--- config.mk ---
export PLATFORM = sky130hd
export DESIGN_NAME = adc_cfg_seq_flat
export DESIGN_NICKNAME = d
export VERILOG_FILES = /design/src/rtl/adc_cfg_seq_if.sv /design/src/rtl/adc_cfg_seq.sv /design/src/flat_wrapper.sv
export SDC_FILE = /design/constraint.sdc
export NUM_CORES = 1
export LEC_CHECK = 0
export CAP_MARGIN = 20
export CORE_AREA = 2 2 117 119
export CTS_CLUSTER_DIAMETER = 80
export CTS_CLUSTER_SIZE = 10
export DETAILED_ROUTE_END_ITERATION = 10
export DIE_AREA = 0 0 119 121
export GPL_TIMING_DRIVEN = 0
export HOLD_SLACK_MARGIN = 0.06
export PLACE_DENSITY = 0.92
export SYNTH_ARGS = -nofsm -noshare
export SYNTH_HDL_FRONTEND = slang
export SYNTH_SLANG_ARGS = --single-unit
--- constraint.sdc ---
create_clock -name clk -period 3 [get_ports clk]
set_input_delay 0.9 -clock clk [delete_from_list [all_inputs] [get_ports clk]]
set_output_delay 0.9 -clock clk [all_outputs]
set_load 0.01 [all_outputs]
--- src/rtl/adc_cfg_seq_if.sv ---
// Write handshake between the ADC configuration sequencer and the SPI master.
interface adc_cfg_seq_if;
    logic        writ_flag;
    logic [31:0] writ_data;
    logic        rdy;

    modport master (output writ_flag, output writ_data, input rdy);
    modport slave  (input writ_flag, input writ_data, output rdy);
endinterface

--- src/rtl/adc_cfg_seq.sv ---
// Walks cfg_table and hands each word to the SPI master, with a gap after each transfer.
// Optional soft-reset word ahead of the table: define ADC_CFG_SOFT_RESET_EN.
module adc_cfg_seq #(
    parameter int unsigned NUM_REGS   = 8,
    parameter int unsigned GAP_CYCLES = 4,
    parameter int unsigned TIMEOUT    = 1023,
    parameter logic [31:0] RST_WORD   = 32'h0000_0081,
    parameter int unsigned RST_WAIT   = 64
) (
    input  logic                          clk,
    input  logic                          rst_n,
    input  logic                          start,
    input  logic                          abort,
    input  logic [NUM_REGS*32-1:0]        cfg_table,
    adc_cfg_seq_if.master                 spi,
    output logic                          busy,
    output logic                          done,
    output logic                          err,
    output logic [$clog2(NUM_REGS+1)-1:0] err_idx
);
    localparam int unsigned IW       = $clog2(NUM_REGS + 1);
    localparam int unsigned WAIT_MAX = (TIMEOUT > RST_WAIT) ? TIMEOUT : RST_WAIT;
    localparam int unsigned CNT_MAX  = (WAIT_MAX > GAP_CYCLES) ? WAIT_MAX : GAP_CYCLES;
    localparam int unsigned CW       = $clog2(CNT_MAX + 1);

    // Index NUM_REGS denotes the soft-reset word.
    localparam logic [IW-1:0] RST_IDX  = IW'(NUM_REGS);
    localparam logic [IW-1:0] LAST_IDX = IW'(NUM_REGS - 1);
`ifdef ADC_CFG_SOFT_RESET_EN
    localparam logic [IW-1:0] FIRST_IDX = RST_IDX;
`else
    localparam logic [IW-1:0] FIRST_IDX = '0;
`endif
    localparam logic [CW-1:0] TMO_LAST     = CW'(TIMEOUT);
    localparam logic [CW-1:0] GAP_LAST     = CW'(GAP_CYCLES - 1);
    localparam logic [CW-1:0] RST_GAP_LAST = CW'(RST_WAIT - 1);

    typedef enum logic [2:0] {IDLE, ISSUE, WAIT_ACK, WAIT_DONE, GAP, DONE, ERR} state_t;

    state_t        state_q, state_d;
    logic [IW-1:0] idx_q, idx_d, issue_idx, err_idx_q, err_idx_d;
    logic [CW-1:0] cnt_q, cnt_d, gap_last;
    logic [31:0]   data_q, data_d, issue_word;
    logic          flag_q, flag_d, busy_q, busy_d, done_q, done_d, err_q, err_d;

    always_comb begin
        if (state_q == GAP) begin
            issue_idx = (idx_q == RST_IDX) ? '0 : idx_q + 1'b1;
        end else begin
            issue_idx = FIRST_IDX;
        end
        issue_word = RST_WORD;
        for (int unsigned k = 0; k < NUM_REGS; k++) begin
            if (issue_idx == IW'(k)) begin
                issue_word = cfg_table[32*k +: 32];
            end
        end
        gap_last = (idx_q == RST_IDX) ? RST_GAP_LAST : GAP_LAST;
    end

    always_comb begin
        state_d   = state_q;
        idx_d     = idx_q;
        cnt_d     = cnt_q;
        flag_d    = 1'b0;
        data_d    = data_q;
        busy_d    = busy_q;
        done_d    = 1'b0;
        err_d     = err_q;
        err_idx_d = err_idx_q;
        unique case (state_q)
            IDLE, DONE, ERR: begin
                if (start) begin
                    state_d = ISSUE;
                    idx_d   = issue_idx;
                    cnt_d   = '0;
                    flag_d  = 1'b1;
                    data_d  = issue_word;
                    busy_d  = 1'b1;
                    err_d   = 1'b0;
                end
            end
            ISSUE: begin
                state_d = WAIT_ACK;
                cnt_d   = '0;
            end
            // Both waits share one counter: WAIT_ACK waits for rdy low, WAIT_DONE for rdy high.
            WAIT_ACK, WAIT_DONE: begin
                if (spi.rdy == (state_q == WAIT_DONE)) begin
                    state_d = (state_q == WAIT_ACK) ? WAIT_DONE : GAP;
                    cnt_d   = '0;
                end else if (cnt_q == TMO_LAST) begin
                    state_d   = ERR;
                    err_d     = 1'b1;
                    err_idx_d = idx_q;
                    busy_d    = 1'b0;
                end else begin
                    cnt_d = cnt_q + 1'b1;
                end
            end
            GAP: begin
                if (cnt_q != gap_last) begin
                    cnt_d = cnt_q + 1'b1;
                end else if (idx_q == LAST_IDX) begin
                    state_d = DONE;
                    done_d  = 1'b1;
                    busy_d  = 1'b0;
                end else begin
                    state_d = ISSUE;
                    idx_d   = issue_idx;
                    cnt_d   = '0;
                    flag_d  = 1'b1;
                    data_d  = issue_word;
                end
            end
            default: state_d = IDLE;
        endcase
        if (abort) begin
            state_d = IDLE;
            busy_d  = 1'b0;
            flag_d  = 1'b0;
            done_d  = 1'b0;
        end
    end

    always_ff @(posedge clk or negedge rst_n) begin
        if (!rst_n) begin
            state_q   <= IDLE;
            idx_q     <= '0;
            cnt_q     <= '0;
            flag_q    <= 1'b0;
            data_q    <= '0;
            busy_q    <= 1'b0;
            done_q    <= 1'b0;
            err_q     <= 1'b0;
            err_idx_q <= '0;
        end else begin
            state_q   <= state_d;
            idx_q     <= idx_d;
            cnt_q     <= cnt_d;
            flag_q    <= flag_d;
            data_q    <= data_d;
            busy_q    <= busy_d;
            done_q    <= done_d;
            err_q     <= err_d;
            err_idx_q <= err_idx_d;
        end
    end

    assign spi.writ_flag = flag_q;
    assign spi.writ_data = data_q;
    assign busy          = busy_q;
    assign done          = done_q;
    assign err           = err_q;
    assign err_idx       = err_idx_q;
endmodule

--- src/flat_wrapper.sv ---
// flat-port wrapper written by rule: the top's interface ports become plain ports
module adc_cfg_seq_flat 
#(
    parameter int unsigned NUM_REGS   = 8,
    parameter int unsigned GAP_CYCLES = 4,
    parameter int unsigned TIMEOUT    = 1023,
    parameter logic [31:0] RST_WORD   = 32'h0000_0081,
    parameter int unsigned RST_WAIT   = 64
)
  (clk, rst_n, start, abort, cfg_table, busy, done, err, err_idx, spi_writ_flag, spi_writ_data, spi_rdy);
  adc_cfg_seq_if spi_i ();
  input  logic clk;
  input  logic rst_n;
  input  logic start;
  input  logic abort;
  input  logic [NUM_REGS*32-1:0] cfg_table;
  output logic busy;
  output logic done;
  output logic err;
  output logic [$clog2(NUM_REGS+1)-1:0] err_idx;
  output wire logic [$bits(spi_i.writ_flag)-1:0] spi_writ_flag;
  output wire logic [$bits(spi_i.writ_data)-1:0] spi_writ_data;
  input wire logic [$bits(spi_i.rdy)-1:0] spi_rdy;
  assign spi_writ_flag = spi_i.writ_flag;
  assign spi_writ_data = spi_i.writ_data;
  assign spi_i.rdy = spi_rdy;
  adc_cfg_seq #(.NUM_REGS(NUM_REGS), .GAP_CYCLES(GAP_CYCLES), .TIMEOUT(TIMEOUT), .RST_WORD(RST_WORD), .RST_WAIT(RST_WAIT)) u_core (.clk(clk), .rst_n(rst_n), .start(start), .abort(abort), .cfg_table(cfg_table), .spi(spi_i), .busy(busy), .done(done), .err(err), .err_idx(err_idx));
endmodule
==> reports/results.tsv <==
stage	metric	value	unit
yosys	synth_nets	894	
cts	post_cts_buffers	0	
floorplanning	io_pins	301	
cts	cts_made_buffers	9	
critical_path	crit_fanout	10	
power	p_leak	3.14	nW
placement	dp.cells	1107	
global_routing	grt_max_degree	37	
global_routing	first_global_vias	6799	
sta	fin_crit_sh	0.981	
routing	firstDrtPassIters	5	
global_routing	grt_use_total	0.341	
yosys	ys_types	67	
placement	gp_congestion	0.982	
finish	areaGrowthSynthToFinish	73.4	%
worst_hold_path	min_path_type	register to register	
yosys	synth_area_leaders	dfrtp_1, nand2_1, a2bb2oi_1	
cts	numClockSinks	57	
power	vdd_drop_max	0.295	mV
cts	hold_buffers	0	
sta	worst_pin_slew	0.742	ns
yosys	ys_ff_latch	57	
yosys	synth_flop_cell	dfrtp_1	
yosys	synth_edf_count	0	
critical_path	crit_arrival	3.20	ns
floorplanning	fp-row-count	42	
critical_path	end_kind	register	
sta	fmax	340	MHz
cts	clk_pin_slew	0.05	ns
sta	final-setup-viol-count	0	
cts	clock_latency	0.33	ns
placement	hpwl	19.8	mm
floorplanning	die_area	14400	µm²
routing	num_vias	6690	
sta	finalHoldViolations	0	
routing	routed_wl	25.0	mm
floorplanning	core	13100	µm²
placement	port_buffers	300	
critical_path	start_kind	register	
routing	antenna_left	0	
sta	min_period	2.94	ns
yosys	yosysWarnings	0	
run	timing.max_cap.violations	0	
power	cellPowerDensity	535	nW/µm²
cts	cts_root_buf	clkbuf_16	
yosys	syn_area	4870	µm²
critical_path	max_stage_delay	0.55	ns
sta	hold_ws	0.479	ns
finish	fin_area	8450	µm²
routing	drc_errors	0	
yosys	syn-mean-instance-area	7.73	µm²
cts	clockBufferDepth	2	
finish	instances_no_fill	1124	
cts	cts_tree	yes	
status	status	completed	
finish	nets	1206	
sta	slew_headroom	0.506	
yosys	seq_area_frac_synth	0.293	
yosys	yosys.area.top_type	dfrtp_1	
floorplanning	die_y	121	µm
yosys	synthArstFlopShare	1.00	
critical_path	critPathSlowestCell	buf_1	
yosys	synthMostInstantiatedCell	nand2_1	
sta	drv_slew	0	
global_routing	antenna_found_initial	4	
cts	htree_levels	3	
placement	placed_area	8110	µm²
routing	drt-initial-drc-count	730	
finish	layout-drive-gt1-share	0.0931	
critical_path	crit_type	register to register	
global_routing	overflow	0	
critical_path	crit_required	3.25	ns
routing	avgViaCountPerCell	5.95	
critical_path	crit_chain	buf_2 > inv_1 > ha_2 > clkinvlp_4 > nor2_4 > buf_1 > o22ai_1 > a2bb2oi_2 > a21oi_1 > a31oi_1	
floorplanning	die_w	119	µm
yosys	synth_top_area_frac	0.293	
yosys	netlist_instances	630	
routing	wl_per_cell	22.3	µm
sta	finClkSkew	0.00572	ns
floorplanning	start_util	0.372	
yosys	yosys-top-cells-count	nand2_1, dfrtp_1, nor2_1, o21ai_0, o22ai_1	
global_routing	grt_pass1_wl	37.4	mm
==> cells in the final DEF, fill, tap and decap left out, drive strengths merged, types with 3 or more instances in the layout <==
cell type and instances:
clkdlybuf4s50 299, nand2 101, o21ai 65, dfrtp 57, nor2 55, clkbuf 43
o22ai 37, a2bb2oi 30, buf 30, a21oi 27, nor3 20, a2111oi 20
a211oi 19, nand3 17, a31oi 14, mux2 13, mux2i 11, o221ai 10
inv 9, nor4 6, o211ai 5, or2 5, xor2 5, and4 4
o31ai 4, diode 3, a21o 3, nand2b 3, ha 3
==> sequential cells by signal, summed over array words and instances (netlist names) <==
name and count:
u_core.busy 1, u_core.cnt_q 10, u_core.done 1, u_core.err 1, u_core.err_idx 4, u_core.idx_q 4
u_core.spi.writ_data 32, u_core.spi.writ_flag 1, u_core.state_q 3
==> layout make-up <==
cell class                      count  area, µm²
Inverter                           10       41.3
Timing Repair Buffer              301       3020
Buffer                             57        303
Multi-Input combinational cell    506       3170
Fill cell                        1093       4640
Sequential cell                    57       1430
Antenna cell                        3       7.51
Clock buffer                       14        264
Tap cell                          176        220
==> path summary, 6_finish.rpt <==
check | from | to | slack (ns) | depth (start not counted)
hold / removal | u_core.spi.writ_data[28]$_DFFE_PN0P_ | u_core.spi.writ_data[28]$_DFFE_PN0P_ | 0.48 | 2
hold reg to reg | u_core.spi.writ_data[28]$_DFFE_PN0P_ | u_core.spi.writ_data[28]$_DFFE_PN0P_ | 0.48 | 2
max in group asynchronous | rst_n | u_core.spi.writ_data[15]$_DFFE_PN0P_ | 1.83 | 2
min in group asynchronous | rst_n | u_core.state_q[1]$_DFFE_PN0P_ | 0.56 | 1
setup / recovery | u_core.idx_q[0]$_DFFE_PN0P_ | u_core.spi.writ_data[10]$_DFFE_PN0P_ | 0.06 | 10
setup reg to reg | u_core.idx_q[0]$_DFFE_PN0P_ | u_core.spi.writ_data[10]$_DFFE_PN0P_ | 0.06 | 10
==> worst max-delay path: cells and delay by family, from the launching register on <==
family,cells,cell delay (ns)
buffers and inverters,4,1.15
AOI/OAI and AO/OA,4,0.69
adders and majority gates,1,0.42
DFF,1,0.35
and+or+nand+nor,1,0.25
==> timing repair <==
item	4_1_cts	5_1_grt
cloned	0	0
endpoints found under the setup margin	31	20
resized for setup	5	25
pin swaps	1	1
==> kinds of logic (layout without fill, tap and decap cells) <==
kind of cell | after synthesis | after routing | synth area share
XOR/XNOR | 6 | 6 | 0.0123
multiplexers | 24 | 24 | 0.0534
AO/OA/AOI/OAI | 251 | 251 | 0.353
adder cells (fa/ha/maj) | 3 | 3 | 0.00770
flip-flops | 57 | 57 | 0.293
other | 0 | 3 | 0
buffers and inverters | 67 | 382 | 0.0665
AND/OR/NAND/NOR | 222 | 222 | 0.215
==> metal layers <==
layer  routed length [µm]  GRT usage  share of wire  vias up
met5                   13          0        0.00052        -
met4                 1100      0.146          0.044        2
met3                 2710     0.0949           0.11       81
met2                12100      0.574           0.48      483
met1                 9130      0.408           0.37     3114
li1                     -          -              -     3010
==> power breakdown <==
part | internal, mW | switching [mW] | total, mW
sequential | 1.02 | 0.146 | 1.17
clock | 0.595 | 0.352 | 0.947
combinational | 1.17 | 1.24 | 2.41
total | 2.78 | 1.74 | 4.52
==> metrics by stage <==
step / worst slack, ns / setup TNS (ns) / util / total power, mW
floorplan: 0.567 / 0 / - / 2.31
global placement: -0.934 / -59.29 / 0.619 / 3.49
detailed placement: -0.475 / -7.92 / 0.620 / 3.53
CTS: 0.0195 / 0 / 0.642 / 4.48
global route: -0.000726 / -0.000726 / 0.646 / 4.75
finish: 0.0558 / 0 / 0.646 / 4.52
(Power assumes the default switching activity.)
